## src/rtl/add_share_pkg.sv

```systemverilog
// Shared defaults and the round-robin pick helper for the shared-adder arbiter.
package add_share_pkg;

    localparam int unsigned NDef    = 32;
    localparam int unsigned NreqDef = 4;
    localparam int unsigned IdwDef  = 2;
    localparam int unsigned MaxReq  = 8;

    typedef struct packed {
        logic       found;
        logic [2:0] idx;
    } rr_pick_t;

    // First set bit of valid_vec scanning upward from ptr, wrapping at nreq.
    function automatic rr_pick_t rr_pick(input logic [MaxReq-1:0] valid_vec,
                                         input int unsigned       ptr,
                                         input int unsigned       nreq);
        rr_pick_t    res;
        int unsigned k;
        res = '0;
        for (int unsigned i = 0; i < MaxReq; i++) begin
            if (i < nreq) begin
                k = (ptr + i) % nreq;
                if (!res.found && valid_vec[k[2:0]]) begin
                    res.found = 1'b1;
                    res.idx   = k[2:0];
                end
            end
        end
        return res;
    endfunction

endpackage

```

## src/rtl/lookAheadCarryAdder.sv

```systemverilog
// N-bit adder built from per-bit generate/propagate terms with carry-in and carry-out.
module lookAheadCarryAdder #(
    parameter int unsigned N = 32
) (
    input  logic [N-1:0] a,
    input  logic [N-1:0] b,
    input  logic         c_in,
    output logic [N-1:0] sum,
    output logic         c_out
);

    logic [N-1:0] g;
    logic [N-1:0] p;

    assign g = a & b;
    assign p = a ^ b;

    always_comb begin : carry_chain
        logic [N:0] c;
        c    = '0;
        c[0] = c_in;
        for (int unsigned i = 0; i < N; i++) begin
            c[i+1] = g[i] | (p[i] & c[i]);
        end
        sum   = p ^ c[N-1:0];
        c_out = c[N];
    end

endmodule

```

## src/rtl/rr_arbiter.sv

```systemverilog
// Round-robin arbiter: owns the priority pointer, which only moves on an accepted grant.
module rr_arbiter
    import add_share_pkg::*;
#(
    parameter int unsigned NREQ = NreqDef,
    parameter int unsigned IDW  = IdwDef
) (
    input  logic            clk,
    input  logic            rst_n,
    input  logic [NREQ-1:0] req_i,
    input  logic            en_i,
    input  logic            adv_i,
    output logic [NREQ-1:0] gnt_o,
    output logic [IDW-1:0]  idx_o,
    output logic            found_o
);

    logic [IDW-1:0]    ptr_q, ptr_d;
    logic [MaxReq-1:0] req_ext;
    rr_pick_t          pick;

    always_comb begin
        req_ext            = '0;
        req_ext[NREQ-1:0]  = req_i;
        pick               = rr_pick(req_ext, 32'(ptr_q), NREQ);
    end

    assign found_o = en_i & pick.found;
    assign idx_o   = IDW'(pick.idx);

    always_comb begin
        gnt_o = '0;
        for (int unsigned k = 0; k < NREQ; k++) begin
            gnt_o[k] = found_o && (pick.idx == 3'(k));
        end
    end

    always_comb begin
        ptr_d = ptr_q;
        if (adv_i) begin
            ptr_d = IDW'((32'(pick.idx) + 32'd1) % NREQ);
        end
    end

    always_ff @(posedge clk) begin
        if (!rst_n) begin
            ptr_q <= '0;
        end else begin
            ptr_q <= ptr_d;
        end
    end

endmodule

```

## src/rtl/add_share_arbiter.sv

```systemverilog
// Time-shares one adder across NREQ requesters; registered, ID-tagged single-slot response.
module add_share_arbiter
    import add_share_pkg::*;
#(
    parameter int unsigned N    = NDef,
    parameter int unsigned NREQ = NreqDef,
    parameter int unsigned IDW  = IdwDef
) (
    input  logic              clk,
    input  logic              rst_n,
    input  logic [NREQ-1:0]   req_valid,
    output logic [NREQ-1:0]   req_ready,
    input  logic [NREQ*N-1:0] req_a,
    input  logic [NREQ*N-1:0] req_b,
    input  logic [NREQ-1:0]   req_cin,
    output logic              rsp_valid,
    input  logic              rsp_ready,
    output logic [N-1:0]      rsp_sum,
    output logic              rsp_cout,
    output logic [IDW-1:0]    rsp_id,
    output logic [15:0]       busy_cnt
);

    logic            rsp_valid_q, rsp_valid_d;
    logic [N-1:0]    rsp_sum_q, rsp_sum_d;
    logic            rsp_cout_q, rsp_cout_d;
    logic [IDW-1:0]  rsp_id_q, rsp_id_d;
    logic [15:0]     busy_q, busy_d;

    logic            can_accept;
    logic [NREQ-1:0] gnt;
    logic [IDW-1:0]  gnt_idx;
    logic            gnt_found;
    logic            xfer;
    logic [N-1:0]    a_mux, b_mux, add_sum;
    logic            cin_mux, add_cout;

    // Grants are suppressed while in reset so no requester sees a phantom accept.
    assign can_accept = (!rsp_valid_q || rsp_ready) && rst_n;
    assign xfer       = |(req_valid & gnt);
    assign req_ready  = gnt;

    rr_arbiter #(
        .NREQ (NREQ),
        .IDW  (IDW)
    ) u_arb (
        .clk     (clk),
        .rst_n   (rst_n),
        .req_i   (req_valid),
        .en_i    (can_accept),
        .adv_i   (xfer),
        .gnt_o   (gnt),
        .idx_o   (gnt_idx),
        .found_o (gnt_found)
    );

    always_comb begin
        a_mux   = '0;
        b_mux   = '0;
        cin_mux = 1'b0;
        for (int unsigned k = 0; k < NREQ; k++) begin
            if (gnt[k]) begin
                a_mux   = req_a[k*N +: N];
                b_mux   = req_b[k*N +: N];
                cin_mux = req_cin[k];
            end
        end
    end

    lookAheadCarryAdder #(
        .N (N)
    ) u_add (
        .a     (a_mux),
        .b     (b_mux),
        .c_in  (cin_mux),
        .sum   (add_sum),
        .c_out (add_cout)
    );

    always_comb begin
        rsp_valid_d = rsp_valid_q;
        rsp_sum_d   = rsp_sum_q;
        rsp_cout_d  = rsp_cout_q;
        rsp_id_d    = rsp_id_q;
        busy_d      = busy_q;
        if (xfer) begin
            rsp_valid_d = 1'b1;
            rsp_sum_d   = add_sum;
            rsp_cout_d  = add_cout;
            rsp_id_d    = gnt_idx;
        end else if (rsp_ready) begin
            rsp_valid_d = 1'b0;
        end
        if ((|req_valid) && !gnt_found && (busy_q != 16'hFFFF)) begin
            busy_d = busy_q + 16'd1;
        end
    end

    always_ff @(posedge clk) begin
        if (!rst_n) begin
            rsp_valid_q <= 1'b0;
            rsp_sum_q   <= '0;
            rsp_cout_q  <= 1'b0;
            rsp_id_q    <= '0;
            busy_q      <= '0;
        end else begin
            rsp_valid_q <= rsp_valid_d;
            rsp_sum_q   <= rsp_sum_d;
            rsp_cout_q  <= rsp_cout_d;
            rsp_id_q    <= rsp_id_d;
            busy_q      <= busy_d;
        end
    end

    assign rsp_valid = rsp_valid_q;
    assign rsp_sum   = rsp_sum_q;
    assign rsp_cout  = rsp_cout_q;
    assign rsp_id    = rsp_id_q;
    assign busy_cnt  = busy_q;

endmodule

```

## config.mk

```make
export PLATFORM = sky130hd
export DESIGN_NAME = add_share_arbiter
export DESIGN_NICKNAME = d
export VERILOG_FILES = /design/src/rtl/add_share_pkg.sv /design/src/rtl/lookAheadCarryAdder.sv /design/src/rtl/rr_arbiter.sv /design/src/rtl/add_share_arbiter.sv
export SDC_FILE = /design/constraint.sdc
export NUM_CORES = 1
export LEC_CHECK = 0
export CAP_MARGIN = 20
export CORE_AREA = 2 2 125 127
export CTS_CLUSTER_DIAMETER = 60
export DETAILED_ROUTE_END_ITERATION = 16
export DIE_AREA = 0 0 127 129
export MAX_ROUTING_LAYER = met4
export PLACE_DENSITY = 0.85
export SYNTH_ARGS = -nofsm -noshare
export SYNTH_HDL_FRONTEND = slang
export SYNTH_SLANG_ARGS = --single-unit
export TNS_END_PERCENT = 20
```

## constraint.sdc

```tcl
create_clock -name clk -period 24.1 [get_ports clk]
set_input_delay 6.025 -clock clk [delete_from_list [all_inputs] [get_ports clk]]
set_output_delay 6.025 -clock clk [all_outputs]
set_load 0.02 [all_outputs]
```

==> results.json <==
{
  "cts_sinks": 54,
  "rsz0062_at_grt": "false",
  "clock_skew_ns": 0.00538,
  "num_vias": 6007,
  "min_from": "rsp_sum[1]$_SDFFE_PN0P_",
  "synth_simple_gate_area_share_pct": 15.6,
  "crit_family": "adder cells",
  "clk_pin_slew_worst_paths_ns": 0.07,
  "die_w_um": 127,
  "drt_iter0_markers": 389,
  "crit_path_start_kind": "input pin",
  "grt_use_met2_pct": 43.3,
  "area.growth.synth_to_final_pct": 70.9,
  "gr-total-overflow": 0,
  "io_pins": 323,
  "synth_edf_count": 0,
  "tritoncts": "done",
  "synth_compound_area_share_pct": 40.5,
  "ys_warn_count": 0,
  "synth_area_mm2": 0.00489,
  "core_mm2": 0.0150,
  "finalHoldViolCount": 0,
  "multi_input_area_mm2": 0.00353,
  "met1_usage_pct": 30.2,
  "io_buffers": 322,
  "critical_path_class": "input pin to register",
  "max_stage_delay_ns": 0.61,
  "drc": 0,
  "synth_flop_cell": "dfxtp_1",
  "crit_fanout": 27,
  "num-nets-final": 1193,
  "cts_root_buffer": "clkbuf_16",
  "critPathCaptureType": "register",
  "synthMuxAreaShare_pct": 0.409,
  "worst_pin_slew_ns": 0.900,
  "antenna_found_initial": 1,
  "routedWlPerCell_um": 19.1,
  "status": "complete, no violations",
  "power_density_mw_per_mm2": 48.4,
  "die-height_um": 129,
  "start_util_pct": 32.6,
  "wirelength_mm": 20.7,
  "cts.repair.resized": 0,
  "gp_congestion": 0.896,
  "power_uw": 405,
  "r2r_start": "u_arb.ptr_q[0]$_SDFFE_PN0P_",
  "vias_per_cell": 5.57,
  "firstDrtPassIters": 5,
  "post-route-period-util_pct": 90.6,
  "max_cap_viol_count": 0,
  "drive_gt1_share_pct": 3.71,
  "first_global_vias": 5974,
  "synth_fp_nets": 915,
  "synthDistinctLibCells": 46,
  "cts_buffers": 5,
  "postSynthCellCount": 611,
  "fillers": 1384,
  "post_cts_buffers": 0,
  "p_leak_uw": 0.00286,
  "post-route-min-period_ns": 21.84,
  "post-dp-hpwl_mm": 16.2,
  "fp-row-count": 45,
  "crit_arrival_ns": 21.97,
  "top_usage_layer": "met2",
  "synth-async-reset-ratio_pct": 0,
  "setup_tns_ns": 0,
  "synth_top_family_by_area": "compound AO/OA/AOI/OAI gates",
  "grtUsageTotal_pct": 25.1,
  "htree_levels": 2,
  "critPathSlowestCell": "a221oi_1",
  "ant_nets": 0,
  "clk_path_buf_depth": 2,
  "synth_seq_cells": 54,
  "path_buf_inv": 4,
  "crit_top_cell": "fa_1",
  "synthAdderAreaFrac_pct": 14.4,
  "grt_pass1_wl_mm": 31.6,
  "hold_path.class": "register to register",
  "crit_path_start": "req_valid[3]",
  "insertion_delay_ns": 0.29,
  "regArea_mm2": 0.00108,
  "dieArea_mm2": 0.0164,
  "avgSynthCellArea_um2": 8.00,
  "finalMaxSlewViolations": 0,
  "grt_max_degree": 67,
  "setup_viol": 0,
  "synth-xor-area-share_pct": 0.716,
  "required_ns": 24.23,
  "max_freq_mhz": 45.8,
  "relSlewSlack_pct": 39.9,
  "cts_hold_buf": 0,
  "peakVddDrop_v": 0.0000366,
  "grtUsageMet3_pct": 3.95,
  "synth-seq-area-share_pct": 22.1
}
through the flow:
step / instance area, um^2 / hold slack [ns] / setup slack [ns] / cells / utilization (%)
2_1_floorplan: 4890 / 0.474 / 3.30 / 611 / -
3_5_place_dp: 8210 / 0.454 / 1.90 / 1070 / 54.8
5_1_grt: 8360 / 0.492 / 1.60 / 1079 / 55.8
3_3_place_gp: 8210 / 0.442 / 2.19 / 1070 / 54.8
4_1_cts: 8350 / 0.463 / 2.18 / 1078 / 55.8
6_report: 8360 / 0.461 / 2.26 / 1079 / 55.8
logic make-up (layout without fill, tap and decap cells):
group,count (synthesis),count (layout)
adders and majority gates,37,37
buffers and inverters,75,354
AOI/OAI and AO/OA,267,267
muxes,2,2
other,0,1
and+or+nand+nor,172,172
xor gates and xnor gates,4,4
DFF,54,54
sequential cells by signal (all words and copies together), names as in the netlist:
| name | cells |
|---|---|
| rsp_id | 2 |
| rsp_valid | 1 |
| rsp_cout | 1 |
| u_arb.ptr_q | 2 |
| busy_cnt | 16 |
| rsp_sum | 32 |
cells in the final DEF, fill, tap and decap left out, drive strengths merged, types with 13 or more instances in the layout:
cell type and instances:
clkdlybuf4s50 322, nor2 101, o21ai 69, a2bb2oi 56, a221o 56, dfxtp 54
nand2 35, fa 32, a21oi 32, a211oi 28, buf 13
worst reg2reg max path, delay by kind of cell, from the launching register on:
family          cells  cell delay [ns]
fa+ha+maj          33            13.29
compound gates      5             1.20
simple gates        3             0.67
flops               1             0.35
buf+inv             3             0.23
worst paths after layout:
kind / slack, ns / depth (start not counted) / to
max reg2reg: 8.22 / 44 / rsp_sum[31]$_SDFFE_PN0P_
min reg2reg: 0.46 / 2 / rsp_sum[1]$_SDFFE_PN0P_
min: 0.46 / 2 / rsp_sum[1]$_SDFFE_PN0P_
max: 2.26 / 45 / rsp_sum[31]$_SDFFE_PN0P_
synth_stat cells (all sizes together), types with 5 or more instances:
cell type	instances	area, um^2
nor2	101	379
o21ai	69	349
a221o	56	561
a2bb2oi	56	490
dfxtp	54	1080
clkbuf	42	158
nand2	35	131
a21oi	32	164
fa	32	641
a211oi	28	210
buf	22	109
inv	11	41.3
a221oi	10	87.6
ha	5	62.6
nand2b	5	31.3
power by group:
group	internal [uW]	switching (uW)
logic	114	114
registers	99.2	5.62
clock network	38.6	34.3
total	251	153
metal layers:
metal / share of wire [%] / routed length, um
met2: 50 / 10400
met1: 40 / 8220
met4: 2.8 / 584
met5: 0 / 0
met3: 7.1 / 1470
layout make-up:
cell class,count,area share (%)
sequential,54,12.9
clock buffer,5,1.50
inverter,11,0.494
timing repair buffer,335,39.7
tap,188,2.81
multi-input combinational,482,42.2
clock inverter,3,0.255
antenna,1,0.0299
Power figures use the tool's default switching activity.
